[config.mk]
export PLATFORM = sky130hd
export DESIGN_NAME = sprite_reg_ctrl
export DESIGN_NICKNAME = d
export VERILOG_FILES = /design/src/rtl/sprite_ctrl_pkg.sv /design/src/rtl/sprite_vblank_detect.sv /design/src/rtl/sprite_reg_ctrl.sv
export SDC_FILE = /design/constraint.sdc
export NUM_CORES = 1
export LEC_CHECK = 0
export CAP_MARGIN = 20
export CORE_ASPECT_RATIO = 0.7
export CORE_UTILIZATION = 48
export CTS_CLUSTER_DIAMETER = 100
export DETAILED_ROUTE_END_ITERATION = 8
export PLACE_DENSITY = 0.75
export REMOVE_ABC_BUFFERS = 1
export SLEW_MARGIN = 25
export SYNTH_ARGS = -nofsm -noshare
export SYNTH_HDL_FRONTEND = slang
export SYNTH_SLANG_ARGS = --single-unit
[constraint.sdc]
create_clock -name clk -period 5.57 [get_ports clk]
set_clock_uncertainty 0.1 [all_clocks]
set_input_delay 1.114 -clock clk [delete_from_list [all_inputs] [get_ports clk]]
set_output_delay 1.114 -clock clk [all_outputs]
set_load 0.05 [all_outputs]
[src/rtl/sprite_ctrl_pkg.sv]
// Shared definitions for the sprite register controller: register map,
// commit FSM state encoding and reset defaults.
package sprite_ctrl_pkg;

  localparam int ADDR_W = 9;

  localparam logic [ADDR_W-1:0] REG_ENABLE      = 9'h040;
  localparam logic [ADDR_W-1:0] REG_CONTROL     = 9'h041;
  localparam logic [ADDR_W-1:0] REG_STATUS      = 9'h042;
  localparam logic [ADDR_W-1:0] REG_FRAME_COUNT = 9'h043;
  localparam logic [ADDR_W-1:0] REG_IRQ         = 9'h044;

  typedef enum logic [1:0] {
    IDLE,
    PENDING,
    COMMIT
  } state_t;

  localparam logic        RST_AUTO        = 1'b1;
  localparam logic [15:0] RST_FRAME_COUNT = 16'h0000;

endpackage

[src/rtl/sprite_vblank_detect.sv]
// Turns the VGA counters into a one-cycle vertical-blank start pulse and an
// in-blanking level.
module sprite_vblank_detect
  import sprite_ctrl_pkg::*;
#(
  parameter int VACTIVE = 480
) (
  input  logic [10:0] hcount,
  input  logic [9:0]  vcount,
  output logic        vblank_start,
  output logic        in_vblank
);

  assign vblank_start = (hcount == 11'd0) && (vcount == 10'(VACTIVE));
  assign in_vblank    = (vcount >= 10'(VACTIVE));

endmodule

[src/rtl/sprite_reg_ctrl.sv]
// Avalon-MM sprite configuration controller: shadow registers committed atomically
// to the active set at vblank start. Optional frame IRQ enabled by defining FRAME_IRQ_EN.
module sprite_reg_ctrl
  import sprite_ctrl_pkg::*;
#(
  parameter int NUM_SPRITES = 8,
  parameter int COORD_W     = 10,
  parameter int VACTIVE     = 480
) (
  input  logic                           clk,
  input  logic                           reset,
  input  logic                           chipselect,
  input  logic                           write,
  input  logic                           read,
  input  logic [8:0]                     address,
  input  logic [31:0]                    writedata,
  output logic [31:0]                    readdata,
  input  logic [10:0]                    hcount,
  input  logic [9:0]                     vcount,
  output logic [NUM_SPRITES*COORD_W-1:0] sprite_x,
  output logic [NUM_SPRITES*COORD_W-1:0] sprite_y,
  output logic [NUM_SPRITES-1:0]         sprite_en,
  output logic                           commit_pulse,
  output logic                           irq
);

  logic wr_en;
  logic rd_en;
  logic commit_req;
  logic vblank_start;
  logic in_vblank;
  logic auto_commit;
  logic [15:0] frame_count;
  logic [31:0] rdata_next;
  logic unused_wdata;

  state_t state;
  state_t next_state;

  logic [COORD_W-1:0]     shadow_x [NUM_SPRITES];
  logic [COORD_W-1:0]     shadow_y [NUM_SPRITES];
  logic [NUM_SPRITES-1:0] shadow_en;
  logic [COORD_W-1:0]     active_x [NUM_SPRITES];
  logic [COORD_W-1:0]     active_y [NUM_SPRITES];
  logic [NUM_SPRITES-1:0] active_en;

  assign wr_en        = chipselect & write;
  assign rd_en        = chipselect & read;
  assign commit_req   = wr_en && (address == REG_CONTROL) && writedata[0];
  assign unused_wdata = ^writedata;

  sprite_vblank_detect #(
    .VACTIVE(VACTIVE)
  ) u_vblank (
    .hcount      (hcount),
    .vcount      (vcount),
    .vblank_start(vblank_start),
    .in_vblank   (in_vblank)
  );

  always_ff @(posedge clk) begin
    if (reset) begin
      for (int i = 0; i < NUM_SPRITES; i++) begin
        shadow_x[i] <= '0;
        shadow_y[i] <= '0;
      end
      shadow_en   <= '0;
      auto_commit <= RST_AUTO;
    end else if (wr_en) begin
      for (int i = 0; i < NUM_SPRITES; i++) begin
        if (address == ADDR_W'(2*i))
          shadow_x[i] <= writedata[COORD_W-1:0];
        if (address == ADDR_W'(2*i+1))
          shadow_y[i] <= writedata[COORD_W-1:0];
      end
      if (address == REG_ENABLE)
        shadow_en <= writedata[NUM_SPRITES-1:0];
      if (address == REG_CONTROL)
        auto_commit <= writedata[1];
    end
  end

  // Copy happens on the edge leaving COMMIT, so a shadow write in that same
  // cycle is not seen by the copy and waits for the next commit.
  always_ff @(posedge clk) begin
    if (reset) begin
      for (int i = 0; i < NUM_SPRITES; i++) begin
        active_x[i] <= '0;
        active_y[i] <= '0;
      end
      active_en <= '0;
    end else if (state == COMMIT) begin
      for (int i = 0; i < NUM_SPRITES; i++) begin
        active_x[i] <= shadow_x[i];
        active_y[i] <= shadow_y[i];
      end
      active_en <= shadow_en;
    end
  end

  always_ff @(posedge clk) begin
    if (reset)
      state <= IDLE;
    else
      state <= next_state;
  end

  always_comb begin
    next_state   = state;
    commit_pulse = 1'b0;
    case (state)
      IDLE: begin
        if (vblank_start && auto_commit)
          next_state = COMMIT;
        else if (commit_req)
          next_state = PENDING;
      end
      PENDING: begin
        if (vblank_start)
          next_state = COMMIT;
      end
      COMMIT: begin
        commit_pulse = 1'b1;
        next_state   = commit_req ? PENDING : IDLE;
      end
      default: next_state = IDLE;
    endcase
  end

  always_ff @(posedge clk) begin
    if (reset)
      frame_count <= RST_FRAME_COUNT;
    else if (vblank_start)
      frame_count <= frame_count + 16'd1;
  end

`ifdef FRAME_IRQ_EN
  logic irq_q;

  // A new frame event takes priority over a clear landing in the same cycle.
  always_ff @(posedge clk) begin
    if (reset)
      irq_q <= 1'b0;
    else if (vblank_start)
      irq_q <= 1'b1;
    else if (wr_en && (address == REG_IRQ))
      irq_q <= 1'b0;
  end

  assign irq = irq_q;
`else
  assign irq = 1'b0;
`endif

  always_comb begin
    rdata_next = '0;
    for (int i = 0; i < NUM_SPRITES; i++) begin
      if (address == ADDR_W'(2*i))
        rdata_next[COORD_W-1:0] = shadow_x[i];
      if (address == ADDR_W'(2*i+1))
        rdata_next[COORD_W-1:0] = shadow_y[i];
    end
    case (address)
      REG_ENABLE:      rdata_next[NUM_SPRITES-1:0] = shadow_en;
      REG_CONTROL:     rdata_next[1] = auto_commit;
      REG_STATUS:      rdata_next[1:0] = {in_vblank, (state == PENDING)};
      REG_FRAME_COUNT: rdata_next[15:0] = frame_count;
`ifdef FRAME_IRQ_EN
      REG_IRQ:         rdata_next[0] = irq_q;
`endif
      default: ;
    endcase
  end

  always_ff @(posedge clk) begin
    if (reset)
      readdata <= '0;
    else if (rd_en)
      readdata <= rdata_next;
  end

  always_comb begin
    sprite_x = '0;
    sprite_y = '0;
    for (int i = 0; i < NUM_SPRITES; i++) begin
      sprite_x[i*COORD_W +: COORD_W] = active_x[i];
      sprite_y[i*COORD_W +: COORD_W] = active_y[i];
    end
  end

  assign sprite_en = active_en;

endmodule

==> reports/results.tsv <==
metric	value	unit
ys_seq_area_share	67.5	%
grt_pass1_vias	10800	
fmax	0.240	GHz
r2r_slack	3.18	ns
gp_congestion	0.958	
timing.max_cap.violations	0	
worst_r2r_startpoint	state[0]	
yosysWarnings	0	
fin_util	60.3	%
crit_cells	6	
slowest_stage	nor3_1	
async_flop_share	0	%
grt_pass1_wl	67.7	mm
ir_drop	204	uV
synth_area	15700	um^2
timing.rr.end	sprite_en[0]	
min_path_cells	2	
postCtsSetupBuffers	0	
clk_latency	0.53	ns
maxSlewHeadroom	34.6	%
cp-endpoint	shadow_y[1][12]	
grt_max_degree	123	
cts_max_path_buffers	3	
drc	0	
path_buf_inv	1	
io_pins	269	
setup_viol	0	
fillers	2532	
p_total	6.37	mW
ys_types	72	
worstPathArrival	4.24	ns
p_per_area	327	nW/um^2
synth_edf_count	320	
r2r_cells	5	
cts_root_buf	clkbuf_16	
synth.avg_cell_area	12.1	um^2
critical_path_required	5.65	ns
synthCells	1304	
vias	11600	
die-area	33500	um^2
viasPerCell	5.94	
rsz0062_at_grt	no	
cts_hold_buf	0	
finalSetupTns	0	ns
wl_per_cell	23.6	um
status	finished clean	
crit_chain	clkdlybuf4s50_1 -> nor4_2 -> nand2_1 -> nor3_1 -> nand2_1 -> nand2_1	
dp_hpwl	30.7	mm
die_w	218	um
hold_viol	0	
critPathTopFamily	simple AND/OR/NAND/NOR gates	
p_leak	7.12	nW
fin_crit_sh	74.7	%
htreeDepth	2	
layout-drive-gt1-share	6.25	%
fin_hold_ws	0.357	ns
cpPeakStageDelay	0.75	ns
area_delta_synth_final	23.7	%
cts_tree	yes	
fin_nets	1560	
drt_first_pass_iters	5	
cp-end-kind	flop	
synthFlopType	edfxtp_1	
tightest_slew	0.978	ns
period_minus_slack	4.16	ns
core_area	32300	um^2
place_ws	1.00	ns
routed_wl	45.9	mm
yosysTopAreaCellShare	61.1	%
final_antenna_net_count	0	
start_kind	input pin	
die_h	153	um
antenna_found_initial	2	
cts_sinks	371	
grtUsageTotal	27.2	%
crit_path_frequent_cell	nand2_1	
path_max_fanout	11	
synth.area.top_cells	edfxtp_1, dfxtp_1, and3_1, nor2_1, nand2_1	
placement_rows	55	
path_class	input pin to flop	
cts_buffers	36	
synth_top_area_cell	edfxtp_1	
finalWorstSetupSlack	1.41	ns
initial_core_util	48.8	%
drt_iter0_markers	1666	
clk_pin_slew	0.06	ns
cts_resized	0	
hold_path_class	flop to flop	
ys_ff_latch	371	
startpoint	address[8]	
finalMaxSlewViolations	0	
grt_overflow	0	
port-buffer-count	229	
flip-flops by register name, indices dropped and copies added, names as in the netlist, 2 cells and up:
name and flops:
active_x 80, active_y 80, shadow_x 80, shadow_y 80, frame_count 16, readdata 16, shadow_en 8, sprite_en 8
state 2
layout by cell type, fill, tap and decap left out, types with 22 or more instances in the layout:
cell / instances
and3_1: 122
clkbuf_16: 37
a21oi_1: 75
clkdlybuf4s50_1: 226
mux2i_1: 23
dfxtp_1: 51
o21ai_0: 25
nand3_1: 26
edfxtp_1: 320
nor2_1: 179
inv_1: 22
nor2b_1: 39
nand2_1: 103
cells in the mapped netlist, types with 3 or more instances:
library cell    n
o211ai_1        8
a22oi_1         7
nor3_1         12
o22ai_1        15
a31oi_1         4
and3_1        122
dfxtp_1        51
o221ai_1        5
and4_1          3
nand2_1       104
o2bb2ai_1       4
nand4_1        10
edfxtp_1      320
o21ai_0        25
a221oi_1        8
o32a_1          4
nor2_1        179
o21bai_1        4
clkbuf_1       82
buf_1           9
nor3_2          4
o21ai_1         8
nor4_1          7
a211oi_1        6
buf_4          17
buf_2           7
o31ai_1         5
inv_1          23
a2bb2oi_1       4
xnor2_1         9
nor2b_1        39
xor2_1          6
a32oi_1         4
a221o_1         3
a21oi_1        75
nand2b_1       10
a2111oi_0       4
nand3_1        26
mux2i_1        23
mux2_1          6
per-stage QoR:
stage / area (um^2) / std cells
final: 19500 / 1947
after global routing: 19500 / 1947
after CTS: 19500 / 1946
after detailed placement: 18300 / 1881
after global placement: 18300 / 1881
after floorplan: 15300 / 1204
routing by layer:
layer  vias to the layer above  track usage (%)  share of wire (%)  routed length, um
met2                       770             38.4                 43              19700
met3                        80             6.71                 12               5640
met5                         -                0              0.024                 11
met4                         2             8.46                2.4               1080
li1                       5116                -                  -                  -
met1                      5594             41.2                 42              19400
where the power goes:
| part | switching (mW) | internal (mW) |
|---|---|---|
| logic | 0.477 | 0.183 |
| clock network | 1.04 | 1.46 |
| registers | 0.0751 | 3.15 |
| total | 1.59 | 4.79 |
worst min path at each step:
stage                 startpoint  slack, ns      endpoint
floorplan           shadow_en[1]       0.34  sprite_en[1]
global placement    readdata[11]       0.34  readdata[11]
detailed placement  readdata[12]       0.35  readdata[12]
CTS                 readdata[12]       0.36  readdata[12]
global route        readdata[12]       0.38  readdata[12]
finish              readdata[14]       0.36  readdata[14]
worst register-to-register path, stage by stage, from the launching register on:
cell      delay [ns]
dfxtp_1         0.34
nand2b_1        0.49
inv_2           0.31
buf_6           0.62
nand2_1         0.27
a21oi_1         0.17
cells by family after synthesis:
logic type	synth area share, %
simple gates	16.9
flops	67.5
compound gates	8.49
buf+inv	3.90
mux	2.25
xor+xnor	0.835
fa+ha+maj	0.0795
other cells	0.0238
area by class of cell:
class / count / area (um^2) / area share [%]
clock inverters: 22 / 241 / 1.24
well taps: 427 / 534 / 2.74
diodes: 1 / 2.50 / 0.0129
repair buffers: 250 / 2450 / 12.6
multi-input cells: 807 / 4560 / 23.4
clock buffers: 43 / 948 / 4.87
inverters: 26 / 98.8 / 0.508
flip-flops and latches: 371 / 10600 / 54.6
Power figures use the tool's default switching activity.
